File: src/rtl/bus_requester.sv
// Burst-write bus master front end: takes one command, requests the bus, streams beats while granted.
// Optional grant-wait timeout enabled by defining BUS_REQ_TIMEOUT_EN.
module bus_requester #(
    parameter int unsigned AW             = 8,
    parameter int unsigned DW             = 8,
    parameter int unsigned TIMEOUT_CYCLES = 64
) (
    input  logic          clk,
    input  logic          rst,
    input  logic          cmd_valid,
    output logic          cmd_ready,
    input  logic [AW-1:0] cmd_addr,
    input  logic [3:0]    cmd_len,
    input  logic          wr_valid,
    output logic          wr_ready,
    input  logic [DW-1:0] wr_data,
    output logic          req,
    input  logic          grant,
    output logic          bus_valid,
    output logic [AW-1:0] bus_addr,
    output logic [DW-1:0] bus_data,
    output logic          bus_last,
    output logic          busy,
    output logic          err
);

`ifdef BUS_REQ_TIMEOUT_EN
    localparam bit TO_EN = 1'b1;
`else
    localparam bit TO_EN = 1'b0;
`endif
    localparam logic [15:0] TO_LAST = 16'(TIMEOUT_CYCLES - 1);

    typedef enum logic [1:0] {
        IDLE = 2'd0,
        REQ  = 2'd1,
        XFER = 2'd2
    } state_t;

    state_t        state;
    state_t        state_nxt;
    logic [AW-1:0] base;
    logic [3:0]    len;
    logic [3:0]    beat;
    logic [15:0]   wcnt;
    logic          cmd_fire;
    logic          beat_fire;
    logic          last_beat;
    logic          timeout;

    assign cmd_fire  = cmd_valid & cmd_ready;
    assign beat_fire = wr_valid & wr_ready;
    assign last_beat = (beat == len);
    // With the timeout disabled this folds to 0 and wcnt is left without loads.
    assign timeout   = TO_EN && (state == REQ) && !grant && (wcnt == TO_LAST);

    // State register
    always_ff @(posedge clk or posedge rst) begin
        if (rst) begin
            state <= IDLE;
        end else begin
            state <= state_nxt;
        end
    end

    // Next-state logic
    always_comb begin
        state_nxt = state;
        case (state)
            IDLE: if (cmd_valid) state_nxt = REQ;
            REQ: begin
                if (grant) begin
                    state_nxt = XFER;
                end else if (timeout) begin
                    state_nxt = IDLE;
                end
            end
            XFER: if (beat_fire && last_beat) state_nxt = IDLE;
            default: state_nxt = IDLE;
        endcase
    end

    // Combinational handshake outputs
    always_comb begin
        cmd_ready = 1'b0;
        wr_ready  = 1'b0;
        busy      = 1'b0;
        case (state)
            IDLE: cmd_ready = 1'b1;
            REQ:  busy      = 1'b1;
            XFER: begin
                busy     = 1'b1;
                wr_ready = grant;
            end
            default: ;
        endcase
    end

    // Command, counters, request and registered bus beat
    always_ff @(posedge clk or posedge rst) begin
        if (rst) begin
            base      <= '0;
            len       <= '0;
            beat      <= '0;
            wcnt      <= '0;
            req       <= 1'b0;
            bus_valid <= 1'b0;
            bus_addr  <= '0;
            bus_data  <= '0;
            bus_last  <= 1'b0;
            err       <= 1'b0;
        end else begin
            bus_valid <= beat_fire;
            bus_last  <= beat_fire & last_beat;
            err       <= timeout;
            if (beat_fire) begin
                bus_addr <= base + AW'(beat);
                bus_data <= wr_data;
                beat     <= beat + 4'd1;
                if (last_beat) req <= 1'b0;
            end
            if (cmd_fire) begin
                base <= cmd_addr;
                len  <= cmd_len;
                beat <= '0;
                wcnt <= '0;
                req  <= 1'b1;
            end else if (state == REQ && !grant) begin
                if (wcnt != 16'hFFFF) wcnt <= wcnt + 16'd1;
                if (timeout) req <= 1'b0;
            end
        end
    end

endmodule

File: config.mk
export PLATFORM = sky130hd
export DESIGN_NAME = bus_requester
export DESIGN_NICKNAME = d
export VERILOG_FILES = /design/src/rtl/bus_requester.sv
export SDC_FILE = /design/constraint.sdc
export NUM_CORES = 1
export LEC_CHECK = 0
export CAP_MARGIN = 40
export CORE_ASPECT_RATIO = 1.5
export CORE_MARGIN = 5
export CORE_UTILIZATION = 48
export CTS_CLUSTER_DIAMETER = 40
export DETAILED_ROUTE_END_ITERATION = 8
export GPL_ROUTABILITY_DRIVEN = 0
export GPL_TIMING_DRIVEN = 0
export HOLD_SLACK_MARGIN = 0.08
export PLACE_DENSITY = 0.86
export SLEW_MARGIN = 20
export SYNTH_ARGS = -nofsm -noshare
export SYNTH_HDL_FRONTEND = slang
export SYNTH_SLANG_ARGS = --single-unit
File: constraint.sdc
create_clock -name clk -period 2.4 [get_ports clk]
set_input_delay 0.36 -clock clk [delete_from_list [all_inputs] [get_ports clk]]
set_output_delay 0.36 -clock clk [all_outputs]
set_load 0.005 [all_outputs]
# --- Yosys cells after proc, flatten, opt, wreduce, memory -nomap -nowiden ---
# Index checks and enable logic that the tools add are counted.
op_classes:
  add_sub_neg: 2
  n_reduce_logical: 7
  bitwise_logic: 3
  n_eq_ne: 6
  n_mux: 12
ops:
  columns: ["cell", "count"]
  rows:
  - ["adder 8 x 4 -> 8 bit", 1]
  - ["2-to-1 mux 4 bit", 2]
  - ["2-to-1 mux 1 bit", 6]
  - ["2-to-1 mux 2 bit", 3]
  - ["inequality test 2 bit, second input constant", 3]
  - ["one-hot mux 2 bit (3 select lines)", 1]
  - ["adder 4 x 1 -> 4 bit, second input constant", 1]
  - ["== test 4 bit", 1]
  - ["nonzero test 2 bit", 2]
  - ["bitwise AND 1 bit", 3]
  - ["AND reduction 3 bit", 1]
  - ["== test 2 x 1 -> 1 bit, second input constant", 1]
  - ["== test 2 bit, second input constant", 1]
  - ["zero test 2 bit", 1]
  - ["AND reduction 2 bit", 1]
  - ["OR reduction 2 bit", 1]
  - ["logical AND 1 bit", 1]
word_totals:
  reg_bits: 37
  word_cells: 39
  in_bits: 25

# --- Depth between registers and ports, before layout ---
# Gate-level depths: netlist of the first run.
logic_depth:
  ltp_word: 6
  mapped_depth: 8
  depth_no_buf: 7

# --- Worst setup path before layout of the first run ---
# Ideal clock, no wire load.
synth_timing:
  path_type: "register to register"
  from: "reg beat[0]"
  to: "reg bus_addr[4]"
  t_arrival_ns: 1.565
  required_ns: 2.305
  setup_time_ns: 0.095
  path_slack_ns: 0.739
  stages_incl_launch_ff: 8
  path_cell_list: "dfrtp_1 -> ha_1 -> inv_1 -> fa_1 -> nor2b_1 -> o21a_1 -> nor3_1 -> o31ai_1"
synth_via:
  elab_chain_cells: 1
synth_rtl:
  columns: ["item", "line", "source"]
  rows:
  - ["start: declaration", "44", "logic [3:0] beat;"]
  - ["start signal: assignment", "119", "beat <= beat + 4'd1;"]
  - ["adder 8 x 4 -> 8 bit", "117", "bus_addr <= base + AW'(beat);"]
  - ["end signal: assignment", "117", null]
  - ["end: declaration", "20", "output logic [AW-1:0] bus_addr,"]
# No other way between the ends.
# A chain may end at the register's enable or synchronous reset.

# --- Final worst setup path of the first run ---
layout_timing:
  from: "reg state[0]"
  to: "out wr_ready"
layout_via:
  elab_chain_cells: 2
layout_rtl:
  columns: ["item", "line", "source"]
  rows:
  - ["start: declaration", "40", "state_t state;"]
  - ["start signal: assignment", "62", "state <= state_nxt;"]
  - ["== test 2 bit", "88", "case (state)"]
  - ["2-to-1 mux 1 bit", "88", null]
  - ["end: declaration", "15", "output logic wr_ready,"]
# No other way between the ends.

==> results of run 1 <==
[routing by layer]
layer | track usage | vias up | routed length, µm
li1 | - | 764 | -
met1 | 0.196 | 714 | 1640
met2 | 0.281 | 30 | 2100
met3 | 0.0467 | 7 | 164
met4 | 0.0513 | 0 | 59
met5 | 0 | - | 0
[path summary, 6_finish.rpt]
kind	start	endpoint	slack, ns	cells after the start
setup / recovery	state[0]	wr_ready	0.30	4
hold / removal	rst	bus_data[7]	0.39	3
setup reg to reg	beat[0]	bus_addr[4]	0.47	7
hold reg to reg	bus_data[4]	bus_data[4]	0.48	2
max in group asynchronous	rst	state[1]	1.82	3
min in group clk	bus_data[4]	bus_data[4]	0.48	2
[through the flow]
stage | instance area [µm²] | power (mW) | setup slack [ns] | cells | utilization
after detailed placement | 2370 | 2.19 | 0.501 | 292 | 0.637
final | 2480 | 2.61 | 0.299 | 301 | 0.667
after global routing | 2480 | 2.82 | 0.167 | 301 | 0.667
after floorplan | 1850 | 1.65 | 0.739 | 203 | -
after global placement | 2370 | 2.15 | 0.433 | 292 | 0.637
after CTS | 2460 | 2.63 | 0.285 | 300 | 0.662
[cells in the mapped netlist, types with 3 or more instances]
library cell,count
clkbuf_1,4
o21ai_0,7
nor2b_1,3
ha_1,10
a21oi_1,4
and2_1,4
dfrtp_1,37
xnor2_1,3
inv_1,7
nand3_1,3
nor2_1,5
xor2_1,6
nand2_1,75
[registers in the layout (all words and copies together), names as in the netlist]
register / flops
req: 1
bus_addr: 8
beat: 4
base: 8
bus_last: 1
bus_data: 8
state: 2
len: 4
bus_valid: 1
[power by group]
group / switching, mW / internal [mW]
combinational: 0.508 / 0.594
sequential: 0.194 / 0.879
clock: 0.229 / 0.204
[cell families (layout without fill, tap and decap cells)]
kind of cell / count (synthesis) / after routing / share of synthesized area
AO/OA/AOI/OAI: 27 / 27 / 0.0945
XOR/XNOR: 9 / 9 / 0.0425
adder cells (fa/ha/maj): 11 / 11 / 0.0783
buffers and inverters: 16 / 71 / 0.0398
flip-flops: 37 / 37 / 0.499
multiplexers: 2 / 2 / 0.0115
other: 1 / 1 / 0.00202
AND/OR/NAND/NOR: 100 / 100 / 0.232
[critical path, delay by kind of cell (launching register included)]
| family | cells | cell delay, ns |
|---|---|---|
| buffers and inverters | 2 | 0.61 |
| adders and majority gates | 1 | 0.27 |
| DFF | 1 | 0.43 |
| and+or+nand+nor | 1 | 0.15 |
[layout make-up]
class / count / share of cell area
Inverter: 8 / 0.0121
Sequential cell: 37 / 0.373
Multi-Input combinational cell: 150 / 0.345
Clock inverter: 3 / 0.00908
Clock buffer: 5 / 0.0277
Buffer: 8 / 0.0177
Timing Repair Buffer: 47 / 0.194
Tap cell: 43 / 0.0217
==> flow_summary.json, run 1 <==
{
  "status": "finished clean",
  "drive_above_1_share": 0.0698,
  "regArea_um2": 926,
  "cts_resized": 0,
  "hold_class": "in -> async",
  "portBuffers": 46,
  "postRouteAntennaNets": 0,
  "synth-seq-cells": 37,
  "multi_input_area_um2": 855,
  "clk_latency_ns": 0.29,
  "dp_hpwl_um": 3000,
  "post-cts-setup-buffer-count": 0,
  "drt_iter0_drc": 48,
  "grt_max_degree": 38,
  "final-max-slew-violation-count": 0,
  "critPathRequiredTime_ns": 2.04,
  "antennaDiodeCount": 0,
  "wl_um": 3970,
  "drv_cap": 0,
  "ioPinCount": 48,
  "fin_nets": 293,
  "fin_crit_ns": 2.10,
  "p_leak_nw": 1.19,
  "die_y_um": 86.1,
  "syn_area_mm2": 0.00185,
  "fin_setup_tns_ns": 0,
  "dieWidth_um": 60.8,
  "cp.arrival_ns": 1.74,
  "dieArea_mm2": 0.00523,
  "avgSynthCellArea_um2": 9.13,
  "area_delta_synth_final_pct": 33.7,
  "async_reset_ff_frac": 1.00,
  "netlist.area_leader.share": 0.499,
  "ys_types": 39,
  "setup_viol": 0,
  "synthTopCellsByArea": "dfrtp_1 50%, nand2_1 15%, ha_1 6.7%, xor2_1 2.8%, o21ai_0 1.9%",
  "path_clk_slew_ns": 0.08,
  "cp_cell_sequence": "inv_1 > ha_1 > and2_1 > clkdlybuf4s50_1",
  "root_buffer": "clkbuf_8",
  "ir_worst_vdd_mv": 0.725,
  "cp_max_fo": 6,
  "ys_warn_count": 0,
  "final.period_utilization": 0.875,
  "syn_nets": 239,
  "path_class": "reg -> out",
  "syn_inst": 203,
  "layout_commonest_cell": "nand2_1",
  "critPathSlowestCell": "clkdlybuf4s50_1",
  "power_density_mw_per_mm2": 1050,
  "yosysTopAreaCell": "dfrtp_1",
  "yosysSeqAreaShare": 0.499,
  "cts_sinks": 37,
  "cpPeakStageDelay_ns": 0.49,
  "grtUsageTotal": 0.165,
  "antenna_found_initial": 0,
  "hold_slack_ns": 0.387,
  "cts_buffers": 5,
  "cp-end-kind": "primary output",
  "hold_viol": 0,
  "ctsHoldBuffers": 0,
  "grt_pass1_wl_um": 6490,
  "cts_tree": "built",
  "initial_core_util": 0.499,
  "fillCellCount": 296,
  "first_pass_iters": 4,
  "via_per_inst": 5.03,
  "core_area_mm2": 0.00372,
  "route.detailed.drc": 0,
  "grt_pass1_vias": 1470,
  "skew_ns": 0.00936,
  "h-tree-depth": 2,
  "max_freq_mhz": 476,
  "synth_edf_count": 0,
  "critPathLaunchType": "register",
  "vias": 1515,
  "yosys_most_used_dff": "dfrtp_1",
  "grt_overflow": 0,
  "rows": 27,
  "clk_path_buf_depth": 2,
  "layout_common_cells": "75 x nand2_1, 46 x clkdlybuf4s50_1, 37 x dfrtp_1, 10 x ha_1, 7 x o21ai_0",
  "rsz0062_at_grt": "no",
  "avgRoutedWirePerCell_um": 13.2
}
No activity file was read; power rests on OpenSTA's default activity.
==> inputs of run 2 (changes only) <==
Settings changed: CORE_UTILIZATION 48 to 45, CTS_CLUSTER_DIAMETER 40 to 200, GPL_ROUTABILITY_DRIVEN 0 to unset, PLACE_DENSITY 0.86 to 0.82.
==> run 2 against run 1 <==
Compared with the run above:
- sequential power is essentially flat
- first-iteration DRC count shrank 40%
- clock power grew 1%
- sequential cell count is the same
- combinational power is essentially flat
- worst hold slack lost 0.011 ns
- register-to-register slack gained 0.10 ns
- maximum frequency shrank 2.1%
==> flow_summary.json, run 2 (synthesis gave the netlist of run 1 again) <==
{
  "drt_iter0_drc": 29,
  "p_leak_nw": 1.19,
  "grtUsageTotal": 0.157,
  "grt_max_degree": 38,
  "rows": 28,
  "gp_routability_congestion": 0.792,
  "multi_input_area_um2": 855,
  "via_per_inst": 4.96,
  "h-tree-depth": 2,
  "cp-end-kind": "primary output",
  "power_density_mw_per_mm2": 1050,
  "hold_class": "in -> async",
  "root_buffer": "clkbuf_8",
  "critPathRequiredTime_ns": 2.04,
  "dieWidth_um": 62.4,
  "grt_overflow": 0,
  "clk_latency_ns": 0.29,
  "cts_resized": 0,
  "clk_path_buf_depth": 2,
  "portBuffers": 46,
  "area_delta_synth_final_pct": 34.3,
  "cts_buffers": 5,
  "cp_max_fo": 6,
  "max_freq_mhz": 466,
  "first_pass_iters": 4,
  "die_y_um": 88.6,
  "vias": 1504,
  "fillCellCount": 336,
  "rsz0062_at_grt": "no",
  "cts_tree": "built",
  "ctsHoldBuffers": 0,
  "top_regs": "base (8), bus_addr (8), bus_data (8)",
  "ioPinCount": 48,
  "final-max-slew-violation-count": 0,
  "fin_setup_tns_ns": 0,
  "fin_crit_ns": 2.15,
  "critPathLaunchType": "register",
  "antenna_found_initial": 0,
  "ir_worst_vdd_mv": 0.712,
  "regArea_um2": 926,
  "postRouteAntennaNets": 0,
  "status": "finished clean",
  "path_class": "reg -> out",
  "avgRoutedWirePerCell_um": 13.1,
  "setup_viol": 0,
  "path_clk_slew_ns": 0.08,
  "antennaDiodeCount": 0,
  "layout_commonest_cell": "nand2_1",
  "skew_ns": 0.00505,
  "drive_above_1_share": 0.0698,
  "cts_sinks": 37,
  "fin_nets": 293,
  "setup_ws_ns": 0.254,
  "dieArea_mm2": 0.00553,
  "dp_slack_ns": 0.548,
  "drv_cap": 0,
  "route.detailed.drc": 0,
  "initial_core_util": 0.468,
  "grt_pass1_vias": 1519,
  "final.period_utilization": 0.894,
  "dp_hpwl_um": 3010,
  "hold_viol": 0,
  "layout_common_cells": "75 x nand2_1, 46 x clkdlybuf4s50_1, 37 x dfrtp_1, 10 x ha_1, 7 x o21ai_0",
  "grt_pass1_wl_um": 6860,
  "wl_um": 3970,
  "core_area_mm2": 0.00396,
  "cp.arrival_ns": 1.79,
  "post-cts-setup-buffer-count": 0
}
run 2: cell counts in the layout (fill, tap and decap cells not counted):
No cell type changed its count.
run 2: final timing paths:
check,from,to,slack (ns),depth (start not counted)
min in group clk,bus_data[5],bus_data[5],0.48,2
worst min-delay path,rst,bus_addr[7],0.38,2
max in group asynchronous,rst,base[0],1.59,3
worst min register to register,bus_data[5],bus_data[5],0.48,2
worst max-delay path,state[0],wr_ready,0.25,4
worst max register to register,beat[0],bus_addr[4],0.57,7
run 2: report_power, final:
part	switching, mW	internal (mW)	total, mW
registers	0.189	0.879	1.07
logic	0.508	0.598	1.11
clock network	0.234	0.203	0.438
total	0.932	1.68	2.61
run 2: through the flow:
stage / power [mW] / hold slack, ns / utilization / instances / cell area, µm²
final: 2.61 / 0.376 / 0.629 / 303 / 2490
after global routing: 2.84 / 0.403 / 0.629 / 303 / 2490
after CTS: 2.64 / 0.481 / 0.622 / 302 / 2460
after detailed placement: 2.19 / 0.461 / 0.599 / 294 / 2370
after global placement: 2.15 / 0.458 / 0.599 / 294 / 2370
after floorplan: 1.65 / 0.452 / - / 203 / 1850
run 2: layer usage:
layer | part of all wire | GRT usage | up-vias | routed length, µm
met3 | 0.044 | 0.0394 | 6 | 176
met2 | 0.54 | 0.281 | 32 | 2130
li1 | - | - | 766 | -
met4 | 0.021 | 0.0792 | 0 | 85
met1 | 0.40 | 0.172 | 700 | 1580
met5 | 0 | 0 | - | 0
run 2: cell type report:
type                            instances  area share
Inverter                                8      0.0121
Timing Repair Buffer                   47       0.196
Tap cell                               45      0.0226
Buffer                                  8      0.0176
Sequential cell                        37       0.372
Clock buffer                            5      0.0276
Clock inverter                          3     0.00905
Multi-Input combinational cell        150       0.343
run 2: worst max-delay path, stage by stage, from the launching register on:
cell and delay (ns):
dfrtp_1 0.43, inv_1 0.13, ha_1 0.29, and2_1 0.16, clkdlybuf4s50_1 0.49
